### src/rtl/cache_pkg.sv
// Shared cache definitions: geometry defaults, replacement-mode encoding, LFSR constants.
// Latency: n/a (declarations only).
// Backpressure: n/a.
`ifndef CACHE_E
`define CACHE_E 4
`endif
`ifndef CACHE_S
`define CACHE_S 4
`endif

package cache_pkg;

    localparam int CACHE_E = `CACHE_E;   // ways per set
    localparam int CACHE_S = `CACHE_S;   // number of sets

    typedef enum logic [1:0] {
        MODE_LRU     = 2'd0,
        MODE_FIFO    = 2'd1,
        MODE_RANDOM  = 2'd2,
        MODE_LRU_ALT = 2'd3    // reserved encoding, behaves as LRU
    } replace_mode_t;

    localparam logic [15:0] LFSR_SEED = 16'hACE1;
    // Taps 16,14,13,11 (1-based) -> state bits 15,13,12,10.
    localparam logic [15:0] LFSR_TAPS = 16'hB400;

    // One Fibonacci step: shift left, feedback parity of the tapped bits enters at bit 0.
    function automatic logic [15:0] lfsr_step(input logic [15:0] state);
        return {state[14:0], ^(state & LFSR_TAPS)};
    endfunction

endpackage

### src/rtl/replace_policy_lfsr16.sv
// 16-bit Fibonacci LFSR, free-running, used as the RANDOM replacement source.
// Latency: advances one step per clock; value_o is the registered state.
// Backpressure: none, never stalls.
// Ports: clk_i clock, rst_i async active-high reset (loads seed), value_o current state.
module lfsr16
    import cache_pkg::*;
(
    input  logic        clk_i,
    input  logic        rst_i,
    output logic [15:0] value_o
);

    logic [15:0] r_state;

    always_ff @(posedge clk_i or posedge rst_i) begin
        if (rst_i) begin
            r_state <= LFSR_SEED;
        end else begin
            r_state <= lfsr_step(r_state);
        end
    end

    assign value_o = r_state;

endmodule

### src/rtl/replace_policy.sv
// Cache victim selection (LRU / FIFO / RANDOM) with per-set valid, age and FIFO state.
// Latency: victim_o is combinational from registered state; updates visible the cycle after.
// Backpressure: none, accepts one update per cycle.
// Ports: clk_i/rst_i clock and async active-high reset; mode_i policy; flush_i invalidate all;
//        query_set_i -> victim_o; update_en_i/update_set_i/update_line_i/update_fill_i access record.
`ifndef CACHE_E
`define CACHE_E 4
`endif
`ifndef CACHE_S
`define CACHE_S 4
`endif

module replace_policy
    import cache_pkg::*;
#(
    parameter  int SET_SIZE  = `CACHE_E,
    parameter  int SET_NUM   = `CACHE_S,
    localparam int SEL_WIDTH = $clog2(SET_SIZE),
    localparam int SET_WIDTH = (SET_NUM > 1) ? $clog2(SET_NUM) : 1
)(
    input  logic                 clk_i,
    input  logic                 rst_i,
    input  logic [1:0]           mode_i,
    input  logic                 flush_i,
    input  logic [SET_WIDTH-1:0] query_set_i,
    output logic [SEL_WIDTH-1:0] victim_o,
    input  logic                 update_en_i,
    input  logic [SET_WIDTH-1:0] update_set_i,
    input  logic [SEL_WIDTH-1:0] update_line_i,
    input  logic                 update_fill_i
);

    replace_mode_t          w_mode;
    logic [15:0]            w_lfsr;
    logic [15-SEL_WIDTH:0]  w_lfsr_unused;
    logic [SEL_WIDTH-1:0]   w_rand;
    logic                   w_line_ok;
    logic [SEL_WIDTH-1:0]   w_set_victim [SET_NUM];

    assign w_mode = replace_mode_t'(mode_i);

    lfsr16 u_lfsr (
        .clk_i   (clk_i),
        .rst_i   (rst_i),
        .value_o (w_lfsr)
    );

    // Only the low bits select a way; the rest of the LFSR state is deliberately dropped.
    assign w_lfsr_unused = w_lfsr[15:SEL_WIDTH];
    assign w_rand        = SEL_WIDTH'(32'(w_lfsr[SEL_WIDTH-1:0]) % 32'(SET_SIZE));

    // Way indices beyond SET_SIZE (non power-of-two sets) are dropped. Set range is
    // implicit: only generated sets can match update_set_i.
    assign w_line_ok = ({1'b0, update_line_i} < (SEL_WIDTH+1)'(SET_SIZE));

    for (genvar s = 0; s < SET_NUM; s++) begin : g_set
        logic [SET_SIZE-1:0]  r_valid;
        logic [SEL_WIDTH-1:0] r_age [SET_SIZE];
        logic [SEL_WIDTH-1:0] r_fifo;
        logic                 w_upd;
        logic [SEL_WIDTH-1:0] w_old_age;
        logic                 w_any_inv;
        logic [SEL_WIDTH-1:0] w_inv_way;
        logic [SEL_WIDTH-1:0] w_lru_way;
        logic [SEL_WIDTH-1:0] w_policy_way;

        assign w_upd = update_en_i && w_line_ok && (update_set_i == SET_WIDTH'(s));

        // Age the accessed way held before this access.
        always_comb begin
            w_old_age = '0;
            for (int w = 0; w < SET_SIZE; w++) begin
                if (update_line_i == SEL_WIDTH'(w)) begin
                    w_old_age = r_age[w];
                end
            end
        end

        // Flush restores exactly the reset image but leaves the LFSR running.
        always_ff @(posedge clk_i or posedge rst_i) begin
            if (rst_i) begin
                r_valid <= '0;
                r_fifo  <= '0;
                for (int w = 0; w < SET_SIZE; w++) begin
                    r_age[w] <= SEL_WIDTH'(w);
                end
            end else if (flush_i) begin
                r_valid <= '0;
                r_fifo  <= '0;
                for (int w = 0; w < SET_SIZE; w++) begin
                    r_age[w] <= SEL_WIDTH'(w);
                end
            end else if (w_upd) begin
                // Accessed way becomes youngest; only ways younger than it shift up,
                // so the ages remain a permutation.
                for (int w = 0; w < SET_SIZE; w++) begin
                    if (update_line_i == SEL_WIDTH'(w)) begin
                        r_age[w] <= '0;
                        if (update_fill_i) begin
                            r_valid[w] <= 1'b1;
                        end
                    end else if (r_age[w] < w_old_age) begin
                        r_age[w] <= r_age[w] + 1'b1;
                    end
                end
                if (update_fill_i && (r_fifo == update_line_i)) begin
                    r_fifo <= (r_fifo == SEL_WIDTH'(SET_SIZE - 1)) ? '0 : r_fifo + 1'b1;
                end
            end
        end

        // Lowest-index invalid way (scan from the top so the lowest wins) and oldest way.
        always_comb begin
            w_any_inv = 1'b0;
            w_inv_way = '0;
            w_lru_way = '0;
            for (int w = SET_SIZE - 1; w >= 0; w--) begin
                if (!r_valid[w]) begin
                    w_any_inv = 1'b1;
                    w_inv_way = SEL_WIDTH'(w);
                end
            end
            for (int w = 0; w < SET_SIZE; w++) begin
                if (r_age[w] == SEL_WIDTH'(SET_SIZE - 1)) begin
                    w_lru_way = SEL_WIDTH'(w);
                end
            end
        end

        always_comb begin
            case (w_mode)
                MODE_FIFO:   w_policy_way = r_fifo;
                MODE_RANDOM: w_policy_way = w_rand;
                default:     w_policy_way = w_lru_way;
            endcase
        end

        assign w_set_victim[s] = w_any_inv ? w_inv_way : w_policy_way;
    end

    always_comb begin
        victim_o = '0;
        for (int s = 0; s < SET_NUM; s++) begin
            if (query_set_i == SET_WIDTH'(s)) begin
                victim_o = w_set_victim[s];
            end
        end
    end

endmodule

### config.mk
export PLATFORM = sky130hd
export DESIGN_NAME = replace_policy
export DESIGN_NICKNAME = d
export VERILOG_FILES = /design/src/rtl/cache_pkg.sv /design/src/rtl/replace_policy_lfsr16.sv /design/src/rtl/replace_policy.sv
export SDC_FILE = /design/constraint.sdc
export NUM_CORES = 1
export LEC_CHECK = 0
export ABC_AREA = 1
export BUFFER_PORTS_ARGS = -buffer_cell sky130_fd_sc_hd__buf_2
export CORE_MARGIN = 1
export CORE_UTILIZATION = 30
export DETAILED_ROUTE_END_ITERATION = 7
export SLEW_MARGIN = 20
export SYNTH_ARGS = -nofsm -noshare
export SYNTH_HDL_FRONTEND = slang
export SYNTH_SLANG_ARGS = --single-unit
### constraint.sdc
create_clock -name clk_i -period 2.9 [get_ports clk_i]
set_input_delay 0.435 -clock clk_i [delete_from_list [all_inputs] [get_ports clk_i]]
set_output_delay 0.435 -clock clk_i [all_outputs]
set_load 0.1 [all_outputs]
==> impl_metrics.csv <==
group,metric,value,unit
worst_setup_path,endpoint_kind,"output port",
drt,wl_per_cell,14.3,um
logic_synthesis,synthDominantCellAreaShare,27.0,%
logic_synthesis,yosys-top-cells-area,"dfrtp_1 (27%), nand2_1 (16%), dfstp_2 (14%)",
drt,via_count,3992,
timing,post-route-period-util,89.2,%
timing,fin_crit,2.59,ns
timing,worst_pin_slew,0.633,ns
timing,whs,0.179,ns
logic_synthesis,synthesis.nets,650,
cells_and_area,diodes,0,
place,dpl.hpwl,8.06,mm
logic_synthesis,synth_edf_count,0,
drt,vias_per_cell,4.93,
clock_tree,cts_tree,"yes",
global_route,grt_pass1_wl,19.4,mm
logic_synthesis,yosys.cell_count.top_type,"nand2_1",
logic_synthesis,async_flop_share,100,%
floorplanning,die-area,15300,um2
place,portBuffers,14,
clock_tree,clk_pin_slew,0.06,ns
drt,final_antenna_net_count,0,
global_route,overflow,0,
clock_tree,post_cts_resized,0,
drt,drc,0,
floorplanning,fp.dieH,124,um
clock_tree,clk_path_buf_depth,2,
logic_synthesis,synth_cell_type_count,33,
worst_setup_path,rrSetupSlack,0.90,ns
worst_setup_path,reg2reg_to,"g_set[1].r_age[0]$_DFFE_PP1P_",
worst_setup_path,r2r_start,"g_set[1].r_age[7]$_DFFE_PP0P_",
timing,relSlewSlack,57.7,%
logic_synthesis,synth_common_cells,"nand2_1 (195), inv_1 (70), dfrtp_1 (48), nand3_1 (46), o21ai_0 (41)",
run,max_cap_viol_count,0,
logic_synthesis,ys_seq_area_share,41.1,%
cells_and_area,drive_above_1_share,12.3,%
worst_setup_path,critical_path_class,"input pin to output port",
clock_tree,cts_made_buffers,9,
timing,rsz0062_at_grt,"false",
logic_synthesis,synth.ff_latch_count,72,
worst_setup_path,worstRegToRegCells,9,
drt,drtPass1Iterations,5,
logic_synthesis,syn_avg_cell_area,7.36,um2
clock_tree,clkLatencyLatePin,0.34,ns
timing,max_freq,0.387,GHz
logic_synthesis,synth_area,4450,um2
place,gp_congestion,0.829,
logic_synthesis,syn_inst,605,
clock_tree,cts-root-buf,"clkbuf_16",
logic_synthesis,yosysTopAreaCell,"dfrtp_1",
clock_tree,clock_sinks,72,
worst_setup_path,startpoint_type,"input pin",
clock_tree,cts_hold_buffers,0,
timing,maxSlewViolCount,0,
floorplanning,coreArea,14500,um2
power,design_power_total,4.14,mW
worst_setup_path,required,2.47,ns
logic_synthesis,ys_warn_count,0,
timing,finalSetupTns,0,ns
power,p_leak,2.53,nW
timing,skew,0.00363,ns
worst_setup_path,critical_path_peak_fanout,11,
timing,setup_viol,0,
logic_synthesis,synth-main-ff-cell,"dfrtp_1",
global_route,grt_max_degree,73,
run_status,outcome,"completed",
floorplanning,die_x,124,um
floorplanning,row_count,44,
floorplanning,ios,15,
clock_tree,post_cts_buffers,0,
drt,drt_iter0_drc,292,
cells_and_area,area.growth.synth_to_final,13.9,%
timing,finalHoldViolCount,0,
global_route,antenna_found_initial,0,
power,power_per_cell_area,816,nW/um2
clock_tree,htree_levels,3,
drt,finalWirelength,11.6,mm
global_route,grt_usage,16.6,%
worst_hold_path,worstHoldPathType,"input pin to async pin",
power,worst_ir_drop_vdd,0.000429,V
global_route,grt_pass1_vias,3772,
floorplanning,start_util,30.7,%
worst_setup_path,cp.arrival,2.15,ns
cells_and_area,final_nets,666,
## report_power, final
| group | switching, mW | internal [mW] | total [mW] |
|---|---|---|---|
| clock network | 0.490 | 0.685 | 1.17 |
| logic | 0.830 | 0.552 | 1.38 |
| registers | 0.270 | 1.31 | 1.58 |
| total | 1.59 | 2.55 | 4.14 |
## routing by layer
metal / track usage, % / routed length (um) / vias to the layer above
met3: 3.30 / 565 / 15
met4: 5.20 / 187 / 0
li1: - / - / 2002
met2: 25.8 / 5160 / 96
met5: 0 / 0 / -
met1: 22.9 / 5660 / 1879
## placed cells by master, fill, tap and decap left out, types with 2 or more instances in the layout
master	netlist	layout
nor3_1	8	8
a21oi_1	38	38
o21ai_0	41	41
nand4_1	7	7
a221oi_1	4	4
inv_6	0	4
buf_2	6	13
inv_1	70	69
or2_2	5	5
buf_12	0	2
clkbuf_16	0	9
inv_2	3	4
o21ai_1	2	2
o22ai_1	3	3
nand2_1	195	195
ha_1	32	32
dfstp_2	24	24
nand3b_1	2	2
nor2_1	38	38
dfrtp_1	48	48
nor2_2	4	4
xor2_1	2	2
nor4_2	2	2
a211oi_1	6	6
nand3_1	46	46
xnor2_1	2	2
buf_4	1	6
## registers in the layout, indices dropped and copies added, names as in the netlist
name	cells
g_set.r_fifo	8
u_lfsr.value_o	16
g_set.r_age	32
g_set.r_valid	16
## critical path, cell delays in order
cell	delay, ns
buf_2	0.09
inv_1	0.04
ha_1	0.33
inv_1	0.27
nor3_1	0.09
a31oi_1	0.23
o21ai_0	0.11
nand4_1	0.12
buf_2	0.43
## logic make-up after synthesis
group           Yosys count  synth area share [%]
simple gates            309                  29.1
buf+inv                  89                  7.76
compound gates           99                  12.2
flops                    72                  41.1
fa+ha+maj                32                  8.99
xor+xnor                  4                 0.787
## metrics by stage
step / cell area (um2) / setup WS, ns / instances / utilization (%)
global route: 5070 / 0.0978 / 810 / 35.0
floorplan: 4450 / 0.194 / 605 / -
CTS: 5070 / 0.359 / 810 / 35.0
detailed placement: 4760 / 0.361 / 794 / 32.9
finish: 5070 / 0.314 / 810 / 35.0
global placement: 4760 / 0.356 / 794 / 32.9
## how the worst max path moves through the flow
stage / from / end / slack (ns) / cells past startpoint
finish: mode_i[0] / victim_o[1] / 0.31 / 9
global route: mode_i[0] / victim_o[0] / 0.1 / 12
CTS: mode_i[0] / victim_o[1] / 0.36 / 9
detailed placement: mode_i[0] / victim_o[1] / 0.36 / 9
global placement: mode_i[0] / victim_o[0] / 0.36 / 12
floorplan: mode_i[0] / victim_o[1] / 0.19 / 9
## final cells by class
cell class	instances	area (um2)
Tap cell	184	230
Fill cell	1522	9410
Inverter	73	274
Sequential cell	72	1830
Clock inverter	7	83.8
Timing Repair Buffer	21	150
Multi-Input combinational cell	444	2270
Clock buffer	9	225
(Power assumes the default switching activity.)
